==> src/rtl/pipeline_pkg.sv <==
// Shared types and constants for the 5-stage pipeline hazard/sequencing controller.
package pipeline_pkg;

  typedef enum logic [1:0] {
    INIT     = 2'd0,
    RUN      = 2'd1,
    MEM_WAIT = 2'd2,
    HALT     = 2'd3
  } ctrl_state_e;

  typedef enum logic [1:0] {
    FWD_RF  = 2'b00,
    FWD_WB  = 2'b01,
    FWD_MEM = 2'b10
  } fwd_sel_e;

  // Architectural zero register: never a hazard source, never forwarded.
  localparam int REG_X0 = 0;

endpackage

==> src/rtl/pipeline_ctrl_forward_unit.sv <==
// EX-stage operand forwarding selects; purely combinational, MEM result wins over WB.
module forward_unit
  import pipeline_pkg::*;
#(
  parameter int REG_ADDR_WIDTH = 5
) (
  input  logic [REG_ADDR_WIDTH-1:0] e_rs1,
  input  logic [REG_ADDR_WIDTH-1:0] e_rs2,
  input  logic [REG_ADDR_WIDTH-1:0] m_rd,
  input  logic [REG_ADDR_WIDTH-1:0] w_rd,
  input  logic                      m_regwrite,
  input  logic                      w_regwrite,
  output logic [1:0]                forward_a,
  output logic [1:0]                forward_b
);

  localparam logic [REG_ADDR_WIDTH-1:0] X0 = REG_ADDR_WIDTH'(REG_X0);

  fwd_sel_e sel_a;
  fwd_sel_e sel_b;
  logic     m_live;
  logic     w_live;

  assign m_live = m_regwrite && (m_rd != X0);
  assign w_live = w_regwrite && (w_rd != X0);

  // NOTE: every variable written in an always_comb gets a default first, so no
  // path through the if/else chain can leave it unassigned and infer a latch.
  always_comb begin
    sel_a = FWD_RF;
    sel_b = FWD_RF;
    if (m_live && (m_rd == e_rs1))      sel_a = FWD_MEM;
    else if (w_live && (w_rd == e_rs1)) sel_a = FWD_WB;
    if (m_live && (m_rd == e_rs2))      sel_b = FWD_MEM;
    else if (w_live && (w_rd == e_rs2)) sel_b = FWD_WB;
  end

  assign forward_a = sel_a;
  assign forward_b = sel_b;

endmodule

==> src/rtl/pipeline_ctrl.sv <==
// Hazard/sequencing controller: stage enables, flushes, forwarding and memory watchdog.
// Optional performance counters are built when PIPE_PERF_CNT_EN is defined.
module pipeline_ctrl
  import pipeline_pkg::*;
#(
  parameter int REG_ADDR_WIDTH = 5,
  parameter int MEM_TIMEOUT    = 64
) (
  input  logic                      clk,
  input  logic                      rst_n,
  input  logic [REG_ADDR_WIDTH-1:0] d_rs1,
  input  logic [REG_ADDR_WIDTH-1:0] d_rs2,
  input  logic [REG_ADDR_WIDTH-1:0] e_rs1,
  input  logic [REG_ADDR_WIDTH-1:0] e_rs2,
  input  logic [REG_ADDR_WIDTH-1:0] e_rd,
  input  logic                      e_memread,
  input  logic                      e_pcsrc,
  input  logic [REG_ADDR_WIDTH-1:0] m_rd,
  input  logic [REG_ADDR_WIDTH-1:0] w_rd,
  input  logic                      m_regwrite,
  input  logic                      w_regwrite,
  input  logic                      dmem_req,
  input  logic                      dmem_ready,
  output logic                      f_en,
  output logic                      d_en,
  output logic                      e_en,
  output logic                      m_en,
  output logic                      w_en,
  output logic                      d_flush,
  output logic                      e_flush,
  output logic                      w_flush,
  output logic [1:0]                forward_a,
  output logic [1:0]                forward_b,
  output logic                      halted,
  output logic [31:0]               stall_cycles,
  output logic [31:0]               flush_count
);

  localparam int                         CNT_W    = $clog2(MEM_TIMEOUT);
  localparam logic [CNT_W-1:0]           CNT_LAST = CNT_W'(MEM_TIMEOUT - 1);
  localparam logic [REG_ADDR_WIDTH-1:0]  X0       = REG_ADDR_WIDTH'(REG_X0);

  ctrl_state_e      state;
  ctrl_state_e      state_next;
  logic [CNT_W-1:0] wait_cnt;
  logic [CNT_W-1:0] wait_cnt_next;
  logic             mem_stall;
  logic             load_use;
  logic             pipe_go;

  assign mem_stall = dmem_req && !dmem_ready;
  assign load_use  = e_memread && (e_rd != X0) && ((e_rd == d_rs1) || (e_rd == d_rs2));

  // NOTE: sequential state uses non-blocking assignments only, and the async
  // active-low reset sits in the sensitivity list so it acts mid-cycle.
  always_ff @(posedge clk or negedge rst_n) begin
    if (!rst_n) begin
      state    <= INIT;
      wait_cnt <= '0;
    end else begin
      state    <= state_next;
      wait_cnt <= wait_cnt_next;
    end
  end

  always_comb begin
    state_next    = state;
    wait_cnt_next = wait_cnt;
    pipe_go       = 1'b0;
    f_en          = 1'b0;
    d_en          = 1'b0;
    e_en          = 1'b0;
    m_en          = 1'b0;
    w_en          = 1'b0;
    d_flush       = 1'b0;
    e_flush       = 1'b0;
    w_flush       = 1'b0;
    halted        = 1'b0;

    case (state)
      INIT: begin
        d_flush    = 1'b1;
        e_flush    = 1'b1;
        w_flush    = 1'b1;
        state_next = RUN;
      end
      RUN: begin
        if (mem_stall) begin
          w_flush       = 1'b1;
          state_next    = MEM_WAIT;
          wait_cnt_next = CNT_W'(1);
        end else begin
          pipe_go = 1'b1;
        end
      end
      MEM_WAIT: begin
        if (!dmem_ready) begin
          w_flush = 1'b1;
          if (wait_cnt == CNT_LAST) state_next = HALT;
          else                      wait_cnt_next = wait_cnt + CNT_W'(1);
        end else begin
          // Access completed: behave as RUN this very cycle.
          pipe_go       = 1'b1;
          state_next    = RUN;
          wait_cnt_next = '0;
        end
      end
      HALT: begin
        halted = 1'b1;
      end
      default: begin
        state_next = INIT;
      end
    endcase

    // A taken branch outranks a load-use hazard in the same cycle.
    if (pipe_go) begin
      if (e_pcsrc) begin
        f_en    = 1'b1;
        d_en    = 1'b1;
        e_en    = 1'b1;
        m_en    = 1'b1;
        w_en    = 1'b1;
        d_flush = 1'b1;
        e_flush = 1'b1;
      end else if (load_use) begin
        e_en    = 1'b1;
        m_en    = 1'b1;
        w_en    = 1'b1;
        e_flush = 1'b1;
      end else begin
        f_en = 1'b1;
        d_en = 1'b1;
        e_en = 1'b1;
        m_en = 1'b1;
        w_en = 1'b1;
      end
    end
  end

  forward_unit #(
    .REG_ADDR_WIDTH(REG_ADDR_WIDTH)
  ) u_forward_unit (
    .e_rs1     (e_rs1),
    .e_rs2     (e_rs2),
    .m_rd      (m_rd),
    .w_rd      (w_rd),
    .m_regwrite(m_regwrite),
    .w_regwrite(w_regwrite),
    .forward_a (forward_a),
    .forward_b (forward_b)
  );

`ifdef PIPE_PERF_CNT_EN
  logic [31:0] stall_q;
  logic [31:0] flush_q;
  logic        fetch_stalled;
  logic        branch_flush;

  assign fetch_stalled = ((state == RUN) || (state == MEM_WAIT)) && !f_en;
  assign branch_flush  = pipe_go && e_pcsrc;

  always_ff @(posedge clk or negedge rst_n) begin
    if (!rst_n) begin
      stall_q <= '0;
      flush_q <= '0;
    end else begin
      if (fetch_stalled) stall_q <= stall_q + 32'd1;
      if (branch_flush)  flush_q <= flush_q + 32'd1;
    end
  end

  assign stall_cycles = stall_q;
  assign flush_count  = flush_q;
`else
  assign stall_cycles = '0;
  assign flush_count  = '0;
`endif

endmodule

==> config.mk <==
export PLATFORM = sky130hd
export DESIGN_NAME = pipeline_ctrl
export DESIGN_NICKNAME = d
export VERILOG_FILES = /design/src/rtl/pipeline_pkg.sv /design/src/rtl/pipeline_ctrl_forward_unit.sv /design/src/rtl/pipeline_ctrl.sv
export SDC_FILE = /design/constraint.sdc
export NUM_CORES = 1
export LEC_CHECK = 0
export CORE_ASPECT_RATIO = 0.7
export CORE_UTILIZATION = 30
export CTS_CLUSTER_DIAMETER = 40
export DETAILED_ROUTE_END_ITERATION = 10
export PLACE_DENSITY = 0.89
export SYNTH_ARGS = -nofsm -noshare
export SYNTH_HDL_FRONTEND = slang
export SYNTH_SLANG_ARGS = --single-unit
==> constraint.sdc <==
create_clock -name clk -period 2.1 [get_ports clk]
set_clock_uncertainty 0.1 [all_clocks]
set_input_delay 0.42 -clock clk [delete_from_list [all_inputs] [get_ports clk]]
set_output_delay 0.42 -clock clk [all_outputs]
set_load 0.01 [all_outputs]
* After elaboration in Yosys (flattened, before gate mapping)
Cells that the tools add are included.
Widths: inputs -> output; s select.
** Storage, ports and cells
- Register bits after elaboration :: 8
- Input port bits :: 43
- Logic and storage cells :: 64
** Operators by class
- $add $sub $neg :: 1
- Equality and inequality tests :: 13
- Muxes and demuxes :: 29
- Reduce and logical (&&, ||, !) cells :: 19
** Operators with widths (number)
- $eq 5x5->1 :: 6
- $mux 6 :: 3
- $mux 1 :: 17
- $reduce_bool 5->1 :: 3
- $pmux 6 s2 :: 1
- $mux 2 :: 5
- $logic_and 1x1->1 :: 9
- $add 6x1->6 const B :: 1
- $eq 6x6->1 const B :: 1
- $ne 3x3->1 const B :: 2
- $pmux 2 s3 :: 1
- $reduce_and 3->1 :: 2
- $eq 2x2->1 const B :: 2
- $pmux 1 s3 :: 1
- $reduce_bool 3->1 :: 1
- $eq 2x1->1 const B :: 1
- $logic_not 2->1 :: 1
- $ne 2x2->1 const B :: 1
- $pmux 1 s2 :: 1
- $reduce_bool 2->1 :: 1
- $logic_not 1->1 :: 1
- $logic_or 1x1->1 :: 1

* Longest topological paths before layout
- Depth in word-level cells :: 6
- Depth in mapped cells :: 6

* Cells and area by module
Synthesis repeated with hierarchy kept, for this count alone.
** Second synthesis, totals
- Cells, all modules :: 189
- Area total of the unflattened synthesis :: 1491.4 µm²
** Modules (own cells, without submodules)
- pipeline_ctrl :: instances 1, cells each 155, area each 1233.7 µm², sequential area each 200.2 µm²
- forward_unit :: instances 1, cells each 34, area each 257.7 µm², sequential area each 0.0 µm²

* Worst setup path before layout
No wires, ideal clock.
- Path kind :: flip-flop to output port
- From :: reg state[1]
- To :: out f_en
- Arrival time :: 1771 ps
- Data required time :: 1580 ps
- Slack :: -191 ps
- Cell stages (with the launch flop) :: 7
- Path through :: dfrtp_1 > inv_1 > ha_1 > or2b_1 > a21boi_1 > o31a_1 > buf_4
** Between the ends
- Word-level cells in the longest chain between the ends :: 3
- Elaborated cells on any way between the ends :: 4
** RTL lines
- from (decl) :: RTL line pipeline_ctrl.sv:43 : ctrl_state_e state;
- from (signal assigned) :: RTL line pipeline_ctrl.sv:61 : state <= state_next;
- $eq 2x2->1 or $eq 2x1->1 (tied branches) :: RTL line pipeline_ctrl.sv:80 : case (state)
- $pmux 1 s2 (*) :: RTL line pipeline_ctrl.sv:80
- $mux 1 (*)
- to (decl) :: RTL line pipeline_ctrl.sv:24 : output logic f_en,
Mark *: on every way between the ends. The rest lies on a longest branch, timed or not.

* Worst setup path after layout
- From :: in m_rd[3]
- To :: out forward_a[0]
** Between the ends
- Word-level cells in the longest chain between the ends :: 4
- Elaborated cells on any way between the ends :: 5
** RTL lines
- from (decl) :: RTL line pipeline_ctrl.sv:18 : input logic [REG_ADDR_WIDTH-1:0] m_rd,
- $reduce_bool 5->1 :: RTL line pipeline_ctrl_forward_unit.sv:24 : assign m_live = m_regwrite && (m_rd != X0);
- $logic_and 1x1->1 :: RTL line pipeline_ctrl_forward_unit.sv:24
- $logic_and 1x1->1 (*) :: RTL line pipeline_ctrl_forward_unit.sv:32 : if (m_live && (m_rd == e_rs1)) sel_a = FWD_MEM;
- $mux 2 (*) :: RTL line pipeline_ctrl_forward_unit.sv:32
- to (decl) :: RTL line pipeline_ctrl.sv:32 : output logic [1:0] forward_a,
Marked as above.

==> results.txt <==
The flow ran to the end, but the final reports show violations. The final reports fail on setup timing. The number of global-route vias before repair came to 1257.

The sum of buffers and inverters on the critical path came out at 2. The critical setup path kind is input port to output pin. The highest clock rate came out at 439 MHz. The synthesized design contains 0 enable-type register cells. The smallest setup slack after layout is -0.176 ns. The netlist area before placement came out at 1490 µm². For this run, the number of standard cells in the final layout without fillers is 343. The final total power is 1.62 mW. The path category of the worst min-delay check is input port to async pin. The worst setup path is launched from an input port. After detailed routing, the number of remaining DRC violations is 0. The leakage power is 1.16 nW. Sequential cells were found to cover 13.5% of the synthesized design area.

The maximum VDD drop came out at 0.000891 V. The maximum number of pins on one net before global-route repair is 9. The die width came out at 86.1 µm. The detail route stage leaves a number of antenna-violating nets equal to 0. The startpoint identified for the worst register-to-register timing path is state[1]$_DFFE_PN0P_. The clock-pin slew reported for the worst setup and hold paths after clock tree synthesis came out at 0.04 ns. The number of buffers added by the clock tree synthesis step came out at 3. For the worst-skew pair, the clock arrives at the later sink with an insertion delay of 0.22 ns.

Setup repair after global routing could not meet its margin everywhere. On the final layout, the worst hold slack is 0.366 ns. The count of port buffers added during placement came out at 55. The initial antenna violation count is 0. The overall die height is 60.9 µm.

Summing all placed instances gives a cell area of 2100 µm². In this run the worst setup path begins at m_rd[3]. The clock period minus worst slack is 2.28 ns.

Dividing the synthesized area by the synthesized cell count gives 8.21 µm². Before antenna repair, the detailed router went through 4 iterations. The Yosys step of the flow raised 0 warnings. The post-synthesis instance total came out at 181. The worst-case setup slack after placement came out at -0.937 ns. The maximum count of clock buffers along a single path came out at 2. In the final timing run, aggregate negative setup slack is -0.803 ns.

The overall overflow remaining after global route is 0. For this design the ratio of total power to cell area is 707 nW/µm². Counting every sink on the clock net gives 8.

The area growth from synthesis to layout came out at 54.7%. The number of hold buffers added after CTS was 0. The share of synthesized flip-flops with an asynchronous set or reset came out at 100%. The floorplan step defined a core boundary enclosing 4780 µm². Once the floorplan was initialized, standard cells occupied 31.1% of the core. The global-route usage over all layers is 14.1%. The max-capacitance violation count is 0. Of the cells placed in the final design, the portion with a size suffix greater than 1 is 33.9%. The cell with the largest stage delay on the worst path is sky130_fd_sc_hd__or4_4.

The required time of the critical path is 1.58 ns. Among all flip-flop cells after synthesis, the most frequent one is sky130_fd_sc_hd__dfrtp_1. Data arrives at the worst endpoint at 1.76 ns. TritonCTS built the clock tree. STA classifies the critical path endpoint as an output pin.

Setup violations remaining at the end of the flow were counted as 8. The synthesized design contains 8 register bits. The first global-routing pass estimated 5690 µm of wire.

The count of standard-cell rows is 21. After routing the design area is 2300 µm². The number of top-level pins came out at 120. The number of vias per cell came out at 4.10.

The count of H-tree levels built during CTS came out at 1. The total via count in the routed design is 1407. The starting DRC count in detailed routing is 37. The average wire per standard cell came out at 11.8 µm. The number of slew-limit violations in the final report was 0. The total routed wirelength came out at 4050 µm. The number of hold-slack violations in the final timing report came out at 0.

The final layout contains 325 nets. The post-detailed-placement half-perimeter wirelength is 3140 µm. Cells fill 48.1% of the core in the end. The final worst-path cycle share came out at 108%.

The number of antenna diodes in the final layout is 0. The area of the die came out at 5240 µm². The cell family contributing the most delay on the critical path is simple AND/OR/NAND/NOR gates. The cell sitting at the root of the clock tree is a sky130_fd_sc_hd__clkbuf_8. The worst stage delay on the critical path is 0.55 ns.

The routability congestion estimate from global placement is 0.883. The number of placed instances, taps included, is 331. The signal on the critical path passes through buf_6 > or4_4 > o21ai_4 > nor4_4 > nor4_2 > buf_2. The number of distinct library cells after synthesis is 39. The critical-path maximum fanout came out at 2.
==> layout make-up <==
class / instances / area [µm²]
repair buffers: 94 / 797
inverters: 2 / 7.51
multi-input cells: 167 / 1170
clock buffers: 3 / 41.3
flip-flops and latches: 8 / 200
fillers: 465 / 2480
well taps: 69 / 86.3
==> placed cells by master, fill, tap and decap left out, types with 5 or more instances in the layout <==
| cell | count |
|---|---|
| sky130_fd_sc_hd__clkdlybuf4s50_1 | 11 |
| sky130_fd_sc_hd__clkdlybuf4s15_2 | 5 |
| sky130_fd_sc_hd__dlygate4sd2_1 | 10 |
| sky130_fd_sc_hd__conb_1 | 64 |
| sky130_fd_sc_hd__a21oi_1 | 6 |
| sky130_fd_sc_hd__buf_2 | 12 |
| sky130_fd_sc_hd__o21ai_0 | 5 |
| sky130_fd_sc_hd__dfrtp_1 | 8 |
| sky130_fd_sc_hd__xor2_1 | 22 |
| sky130_fd_sc_hd__buf_4 | 33 |
| sky130_fd_sc_hd__nor2_1 | 5 |
| sky130_fd_sc_hd__buf_6 | 12 |
==> worst paths after layout <==
path / end / slack, ns / cells past startpoint
max in group asynchronous: wait_cnt[1]$_DFFE_PN0P_ / 1.28 / 1
min in group clk: wait_cnt[1]$_DFFE_PN0P_ / 0.49 / 1
worst max register to register: wait_cnt[5]$_DFFE_PN0P_ / 0.08 / 7
worst max-delay path: forward_a[0] / -0.18 / 6
worst min-delay path: wait_cnt[3]$_DFFE_PN0P_ / 0.37 / 1
worst min register to register: wait_cnt[1]$_DFFE_PN0P_ / 0.49 / 1
==> timing repair <==
action	in CTS	in global routing
pin swaps	20	11
resized for setup	136	20
buffers inserted	5	4
cloned	0	0
endpoints found under the setup margin	12	14
==> cells in the mapped netlist, types with 2 or more instances <==
cell,n,area share (%)
sky130_fd_sc_hd__a32o_1,2,1.3
sky130_fd_sc_hd__inv_1,2,0.51
sky130_fd_sc_hd__nand3_1,4,1.3
sky130_fd_sc_hd__nor3_1,2,0.67
sky130_fd_sc_hd__or3_1,2,0.84
sky130_fd_sc_hd__xnor2_1,6,3.5
sky130_fd_sc_hd__nor4_2,2,1.7
sky130_fd_sc_hd__dfrtp_1,8,13
sky130_fd_sc_hd__xor2_1,24,14
sky130_fd_sc_hd__ha_1,6,5.1
sky130_fd_sc_hd__nand2b_1,3,1.3
sky130_fd_sc_hd__or4_1,5,2.5
sky130_fd_sc_hd__nor4_1,2,0.84
sky130_fd_sc_hd__a21oi_1,6,2.0
sky130_fd_sc_hd__a21boi_1,3,1.5
sky130_fd_sc_hd__and4_1,2,1.2
sky130_fd_sc_hd__o21ai_0,7,2.4
sky130_fd_sc_hd__buf_4,67,34
sky130_fd_sc_hd__nor2_1,5,1.3
sky130_fd_sc_hd__nand2_1,4,1.0
==> metal layers <==
layer  GRT usage [%]  wire length (µm)  up-vias
met3            1.09                98        6
met5               0                 0        -
met1            17.2              1680      678
met4            6.43                47        0
met2            26.0              2220       42
li1                -                 -      681
==> cells by family (layout without fill, tap and decap cells) <==
| kind of cell | Yosys count | count (layout) | synth area share (%) |
|---|---|---|---|
| muxes | 1 | 1 | 0.673 |
| and+or+nand+nor | 36 | 36 | 14.9 |
| other | 1 | 64 | 0.252 |
| xor gates and xnor gates | 30 | 30 | 17.7 |
| buffers and inverters | 69 | 99 | 34.3 |
| adders and majority gates | 6 | 6 | 5.05 |
| DFF | 8 | 8 | 13.5 |
| AOI/OAI and AO/OA | 30 | 30 | 13.6 |
==> where the power goes <==
group / leakage [nW] / switching (mW) / total (mW) / internal [mW]
clock network: 0.0216 / 0.0526 / 0.176 / 0.123
registers: 0.105 / 0.0375 / 0.229 / 0.191
logic: 1.03 / 0.569 / 1.22 / 0.651
total: 1.16 / 0.659 / 1.62 / 0.966
==> registers in the layout, indices dropped and copies added, names as in the netlist <==
signal	cells
state	2
wait_cnt	6
==> worst reg2reg max path, stage by stage, from the launching register on <==
cell and delay (ns):
sky130_fd_sc_hd__dfrtp_1 0.38, sky130_fd_sc_hd__buf_4 0.15, sky130_fd_sc_hd__ha_1 0.20, sky130_fd_sc_hd__buf_4 0.16, sky130_fd_sc_hd__nor2b_1 0.14, sky130_fd_sc_hd__a32o_1 0.30, sky130_fd_sc_hd__or3_1 0.37, sky130_fd_sc_hd__a21boi_1 0.15
Note: power is estimated with default switching activity, not from simulation.
